**src/rtl/vga_capture.sv**
```systemverilog
// Captures a VGA-style RGB888 stream, checks its geometry and writes a 4x4-decimated
// RGB332 image into a 160x100 VRAM using the 14-bit word write port.
module vga_capture #(
   parameter int unsigned H    = 640,
   parameter int unsigned V    = 400,
   parameter int unsigned XDIV = 4,
   parameter int unsigned YDIV = 4,
   parameter int unsigned OW   = H / XDIV
) (
   input  logic        pclk,
   input  logic        reset,
   input  logic        enable,
   input  logic        hs,
   input  logic        vs,
   input  logic        de,
   input  logic [7:0]  r,
   input  logic [7:0]  g,
   input  logic [7:0]  b,
   output logic        wr,
   output logic [13:0] addr,
   output logic [7:0]  data,
   output logic        frame_done,
   output logic        locked,
   output logic        err,
   output logic [9:0]  h_total
);

   localparam int unsigned CW = 10;
   localparam int unsigned AW = 14;
   localparam int unsigned DW = 8;
   localparam logic [CW-1:0] H_C    = CW'(H);
   localparam logic [CW-1:0] V_C    = CW'(V);
   localparam logic [CW-1:0] XMASK  = CW'(XDIV - 1);
   localparam logic [CW-1:0] YMASK  = CW'(YDIV - 1);
   localparam logic [CW-1:0] CNT_MAX = '1;

   typedef enum logic [1:0] {
      IDLE    = 2'd0,
      WAIT_VS = 2'd1,
      CAPTURE = 2'd2
   } state_t;

   // Stage 1: input registers plus one delayed copy of the sync/enable lines
   logic          hs_q, vs_q, de_q;
   logic          hs_dly_q, vs_dly_q, de_dly_q;
   logic [DW-1:0] rgb_q;

   state_t        state_q, state_d;
   logic [CW-1:0] x_cnt_q, x_cnt_d;
   logic [CW-1:0] y_cnt_q, y_cnt_d;
   logic [CW-1:0] hs_cnt_q, hs_cnt_d;
   logic [CW-1:0] h_total_q, h_total_d;
   logic [1:0]    good_cnt_q, good_cnt_d;
   logic          line_bad_q, line_bad_d;
   logic          locked_q, locked_d;
   logic          err_q, err_d;
   logic          wr_q, wr_d;
   logic [AW-1:0] addr_q, addr_d;
   logic [DW-1:0] data_q, data_d;
   logic          frame_done_q, frame_done_d;

   logic          vs_rise_c, de_rise_c, de_fall_c, hs_fall_c;
   logic [CW-1:0] x_idx_c;
   logic          pix_c, in_area_c, grid_c, cap_c, frame_good_c;
   logic [AW-1:0] addr_c;
   logic          unused_c;

   function automatic logic [CW-1:0] sat_inc(input logic [CW-1:0] v);
      return (v == CNT_MAX) ? v : v + CW'(1);
   endfunction

   // Only the RGB332 bits are kept
   assign unused_c = ^{r[4:0], g[4:0], b[5:0]};

   always_ff @(posedge pclk or posedge reset) begin
      if (reset) begin
         hs_q     <= 1'b0;
         vs_q     <= 1'b0;
         de_q     <= 1'b0;
         hs_dly_q <= 1'b0;
         vs_dly_q <= 1'b0;
         de_dly_q <= 1'b0;
         rgb_q    <= '0;
      end else begin
         hs_q     <= hs;
         vs_q     <= vs;
         de_q     <= de;
         hs_dly_q <= hs_q;
         vs_dly_q <= vs_q;
         de_dly_q <= de_q;
         rgb_q    <= {r[7:5], g[7:5], b[7:6]};
      end
   end

   assign vs_rise_c = vs_q & ~vs_dly_q;
   assign de_rise_c = de_q & ~de_dly_q;
   assign de_fall_c = ~de_q & de_dly_q;
   assign hs_fall_c = ~hs_q & hs_dly_q;

   // Index of the pixel now in stage 1; x_cnt_q already counts earlier pixels of the line
   assign x_idx_c      = de_rise_c ? '0 : x_cnt_q;
   assign pix_c        = de_q & ~vs_rise_c;
   assign in_area_c    = (x_idx_c < H_C) && (y_cnt_q < V_C);
   assign grid_c       = ((x_idx_c & XMASK) == '0) && ((y_cnt_q & YMASK) == '0);
   assign cap_c        = (state_q == CAPTURE) && enable;
   assign frame_good_c = (y_cnt_q == V_C) && !line_bad_q && !de_q;
   assign addr_c       = AW'((32'(y_cnt_q) / YDIV) * OW + 32'(x_idx_c) / XDIV);

   always_comb begin
      state_d      = state_q;
      x_cnt_d      = x_cnt_q;
      y_cnt_d      = y_cnt_q;
      hs_cnt_d     = sat_inc(hs_cnt_q);
      h_total_d    = h_total_q;
      good_cnt_d   = good_cnt_q;
      line_bad_d   = line_bad_q;
      locked_d     = locked_q;
      err_d        = err_q;
      wr_d         = 1'b0;
      addr_d       = addr_q;
      data_d       = data_q;
      frame_done_d = 1'b0;

      if (de_q) begin
         x_cnt_d = de_rise_c ? CW'(1) : sat_inc(x_cnt_q);
      end

      if (vs_rise_c) begin
         y_cnt_d = '0;
      end else if (de_fall_c) begin
         y_cnt_d = sat_inc(y_cnt_q);
      end

      if (hs_fall_c) begin
         h_total_d = sat_inc(hs_cnt_q);
         hs_cnt_d  = '0;
      end

      if (de_fall_c && (x_cnt_q != H_C)) begin
         line_bad_d = 1'b1;
      end

      // Frame qualification and lock tracking at every frame boundary
      if (vs_rise_c) begin
         line_bad_d = 1'b0;
         if (frame_good_c) begin
            good_cnt_d = (good_cnt_q == 2'd2) ? 2'd2 : good_cnt_q + 2'd1;
            locked_d   = (good_cnt_d == 2'd2);
         end else begin
            good_cnt_d = '0;
            locked_d   = 1'b0;
         end
      end

      case (state_q)
         IDLE: begin
            if (enable) state_d = WAIT_VS;
         end
         WAIT_VS: begin
            if (vs_rise_c) state_d = CAPTURE;
         end
         CAPTURE: begin
            if (vs_rise_c) frame_done_d = 1'b1;
         end
         default: state_d = IDLE;
      endcase

      if (!enable) begin
         state_d      = IDLE;
         frame_done_d = 1'b0;
      end

      if (state_q == IDLE) begin
         err_d = 1'b0;
      end else if (cap_c && ((pix_c && !in_area_c) ||
                             (de_fall_c && (x_cnt_q < H_C)) ||
                             (vs_rise_c && (y_cnt_q < V_C)))) begin
         err_d = 1'b1;
      end

      if (cap_c && pix_c && in_area_c && grid_c) begin
         wr_d   = 1'b1;
         addr_d = addr_c;
         data_d = rgb_q;
      end
   end

   always_ff @(posedge pclk or posedge reset) begin
      if (reset) begin
         state_q      <= IDLE;
         x_cnt_q      <= '0;
         y_cnt_q      <= '0;
         hs_cnt_q     <= '0;
         h_total_q    <= '0;
         good_cnt_q   <= '0;
         line_bad_q   <= 1'b0;
         locked_q     <= 1'b0;
         err_q        <= 1'b0;
         wr_q         <= 1'b0;
         addr_q       <= '0;
         data_q       <= '0;
         frame_done_q <= 1'b0;
      end else begin
         state_q      <= state_d;
         x_cnt_q      <= x_cnt_d;
         y_cnt_q      <= y_cnt_d;
         hs_cnt_q     <= hs_cnt_d;
         h_total_q    <= h_total_d;
         good_cnt_q   <= good_cnt_d;
         line_bad_q   <= line_bad_d;
         locked_q     <= locked_d;
         err_q        <= err_d;
         wr_q         <= wr_d;
         addr_q       <= addr_d;
         data_q       <= data_d;
         frame_done_q <= frame_done_d;
      end
   end

   assign wr         = wr_q;
   assign addr       = addr_q;
   assign data       = data_q;
   assign frame_done = frame_done_q;
   assign locked     = locked_q;
   assign err        = err_q;
   assign h_total    = h_total_q;

endmodule

```
**config.mk**
```make
export PLATFORM = sky130hd
export DESIGN_NAME = vga_capture
export DESIGN_NICKNAME = d
export VERILOG_FILES = /design/src/rtl/vga_capture.sv
export SDC_FILE = /design/constraint.sdc
export NUM_CORES = 1
export LEC_CHECK = 0
export BUFFER_PORTS_ARGS = -buffer_cell sky130_fd_sc_hd__buf_2
export CAP_MARGIN = 20
export CORE_ASPECT_RATIO = 0.75
export CORE_MARGIN = 10
export CORE_UTILIZATION = 51
export DETAILED_ROUTE_END_ITERATION = 7
export HOLD_SLACK_MARGIN = 0.12
export PLACE_DENSITY_LB_ADDON = 0.12
export SLEW_MARGIN = 20
export SYNTH_ARGS = -nofsm -noshare
export SYNTH_HDL_FRONTEND = slang
export SYNTH_SLANG_ARGS = --single-unit
```
**constraint.sdc**
```tcl
create_clock -name pclk -period 3.15 [get_ports pclk]
set_clock_uncertainty 0.15 [all_clocks]
set_input_delay 0.315 -clock pclk [delete_from_list [all_inputs] [get_ports pclk]]
set_output_delay 0.315 -clock pclk [all_outputs]
set_load 0.05 [all_outputs]
```
==> flow_summary.ini <==
[floorplan]
initial_core_util_pct = 52.02
fp.dieArea_mm2 = 0.01198
ios = 66
fp.dieH_um = 97.31
die_w_um = 123.1
num_rows = 28
core_area_mm2 = 0.007812

[sta]
period_minus_slack_ps = 2726
worst_pin_slew_ps = 663.5
setup_viol = 0
slew_headroom_pct = 55.68
slew_violations = 0
fmaxAchievable_ghz = 0.3669
fin_setup_tns_ps = 0
rsz0062_at_grt = no
finalHoldViolations = 0
fin_crit_sh_pct = 86.53

[place]
hpwl_um = 5520
port_buffers = 49
dpl_cell_area_mm2 = 0.004380
gp_congestion = 0.8100

[clock_network]
clk_pin_slew_ps = 80
cts_buffers = 9
cts_setup_buffers = 0
tritoncts = yes
ctsResizeCount = 0
clock_path_buffers = 2
worst_skew_pair.late_latency_ps = 360
root_buffer = clkbuf_8
cts.htree.levels = 3
clkSinkCount = 84

[worst_setup_path]
crit_type = reg2reg
crit_path_start_kind = flip-flop
endpoint_kind = flip-flop
cp_max_fo = 7
r2r_slack_ps = 420
cp.arrival_ps = 2820
crit_required_ps = 3240
ff2ff_path_depth = 9

[worst_hold_path]
hold_depth = 0
hold_path_class = reg2reg

[global_routing]
grt_usage_pct = 14.02
grt_pass1_wl_um = 13680
grt_pass1_vias = 2884
overflow = 0
grt_antenna_before_repair = 0
grt_max_degree = 85

[layout]
drive_gt1_share_pct = 22.95
diodes = 0
num-fill-cells = 633
syn2layout_area_growth_pct = 16.56
nets = 486
stdcell_area_mm2 = 0.004737

[logic_synthesis]
netlist_area_mm2 = 0.004064
ys.flop_type = dfrtp_1
synth_edf_count = 0
ys_async_sr_fraction_pct = 100.0
syn_area_per_cell_um2 = 10.90
synthDistinctLibCells = 57
synth_nets = 424
yosysSeqAreaShare_pct = 51.72
synthCells = 373
synth-seq-cells = 84
yosys_warnings = 0

[route]
dr_total_vias = 2842
routed_wl_um = 7900
wire_per_inst_um = 14.50
drt_iter0_drc = 154
vias_per_cell = 5.215
postRouteAntennaNets = 0
drtPass1Iterations = 4
drc = 0

[job]
maxCapViolCount = 0

[run_status]
outcome = finished, final reports clean

[power_and_ir_drop]
peakVddDrop_mv = 0.3289
power_leakage_nw = 2.352
p_per_area_mw_per_mm2 = 531.1
[final timing paths]
| path | startpoint | to |
|---|---|---|
| worst max register to register | y_cnt_q[5] | addr[13] |
| max in group asynchronous | reset | y_cnt_q[4] |
| worst max-delay path | y_cnt_q[5] | addr[13] |
| min in group asynchronous | reset | addr[12] |
| worst min register to register | vs_q | vs_dly_q |
| worst min-delay path | vs_q | vs_dly_q |
[metal layers]
| metal | global-route usage, % | vias up | share of wire (%) | routed length [um] |
|---|---|---|---|---|
| met2 | 20.10 | 60 | 43 | 3406 |
| met5 | 0 | - | 0 | 0 |
| met4 | 5.273 | 0 | 1.3 | 102 |
| li1 | - | 1424 | - | - |
| met1 | 18.69 | 1349 | 48 | 3824 |
| met3 | 5.343 | 9 | 7.2 | 567 |
[cell usage in the layout, fill, tap and decap left out, types with 3 or more instances in the layout]
cell type      count
a31o_2             3
clkbuf_8          10
inv_1             11
ha_1              20
nand2_1           25
a31oi_1            3
nand2b_1           5
dlygate4sd3_1     13
xor2_1            15
a21oi_1           12
nor3_1             4
mux2i_1            3
nor2_1            39
o21ai_0           25
xnor2_1           15
mux2_2            14
nand3_1           20
buf_2             49
nor2b_1            5
and3_1            10
nand4_1            7
dfrtp_1           84
o21a_1             3
[cell usage after synthesis (2+ instances only)]
master    instances  area (um2)
clkbuf_1          4       15.01
xor2_1           15       131.4
nor2b_1           5       31.28
nand3_1          20       100.1
buf_6             3       33.78
o21ai_0          25       125.1
a31o_2            3       26.28
ha_1             20       250.2
a21oi_1          12       60.06
xnor2_1          15       131.4
mux2_2           14       157.7
inv_1            12       45.04
o21a_1            3       22.52
nand3_2           2       20.02
nand2_1          25       93.84
and2_1            2       12.51
a31oi_1           3       18.77
nand4_1           7       43.79
a21o_1            2       15.01
nor3_2            2       20.02
nor4_1            2       12.51
mux2i_1           3       30.03
buf_2             3       15.01
nand2b_1          5       31.28
dfrtp_1          84        2102
and3_1           10       62.56
nor2_1           39       146.4
nor3_1            4       20.02
[where the power goes]
| group | switching, W | total (W) | internal (W) |
|---|---|---|---|
| clock network | 0.000390 | 0.000861 | 0.000471 |
| logic | 0.000293 | 0.000415 | 0.000122 |
| registers | 0.0000738 | 0.00124 | 0.00117 |
| total | 0.000757 | 0.00252 | 0.00176 |
[per-stage QoR]
step	total power, W	hold slack (ps)	setup slack, ps	util [%]	std cells
detailed placement	0.001667	227.3	422.4	56.07	516
finish	0.002516	246.9	424.4	60.63	545
CTS	0.002554	248.2	413.6	60.63	545
floorplan	0.001555	196.4	519.9	-	373
global route	0.002649	263.5	291.9	60.63	545
global placement	0.001654	224.1	448.7	56.07	516
[state kept, by name, summed over array words and instances (netlist names), 8 cells and up]
name and flops:
addr 14, h_total 10, hs_cnt_q 10, x_cnt_q 10, y_cnt_q 10, data 8
rgb_q 8
[repair_timing]
action	CTS	global route
hold endpoints to repair	98	0
hold buffers	13	0
endpoints found under the setup margin	0	0
[area by class of cell]
type                       instances  area (um2)  share of cell area, %
clock buffer                      11       141.4                  2.985
sequential                        84        2102                  44.37
inverter                          12       46.29                 0.9773
multi-input combinational        263        1821                  38.43
clock inverter                     5       85.08                  1.796
tap                              105       131.4                  2.773
timing repair buffer              65       410.4                  8.664
[worst max-delay path: stages, from the launching register on]
cell and delay [ps]:
dfrtp_1 460, ha_1 310, ha_1 220, fa_1 400
xor2_1 270, nand2_1 110, nor3_2 190, nand3_2 110
xnor2_1 140, mux2_2 250
[kinds of logic (layout without fill, tap and decap cells)]
kind of cell             count (synthesis)  count (layout)  share of synthesized area, %
AO/OA/AOI/OAI                           59              59                         9.206
XOR/XNOR                                30              30                         6.466
adder cells (fa/ha/maj)                 21              21                         6.650
buffers and inverters                   26              93                         3.479
flip-flops                              84              84                         51.72
multiplexers                            18              18                         4.988
AND/OR/NAND/NOR                        135             135                         17.49
Note: power is estimated with default switching activity, not from simulation.
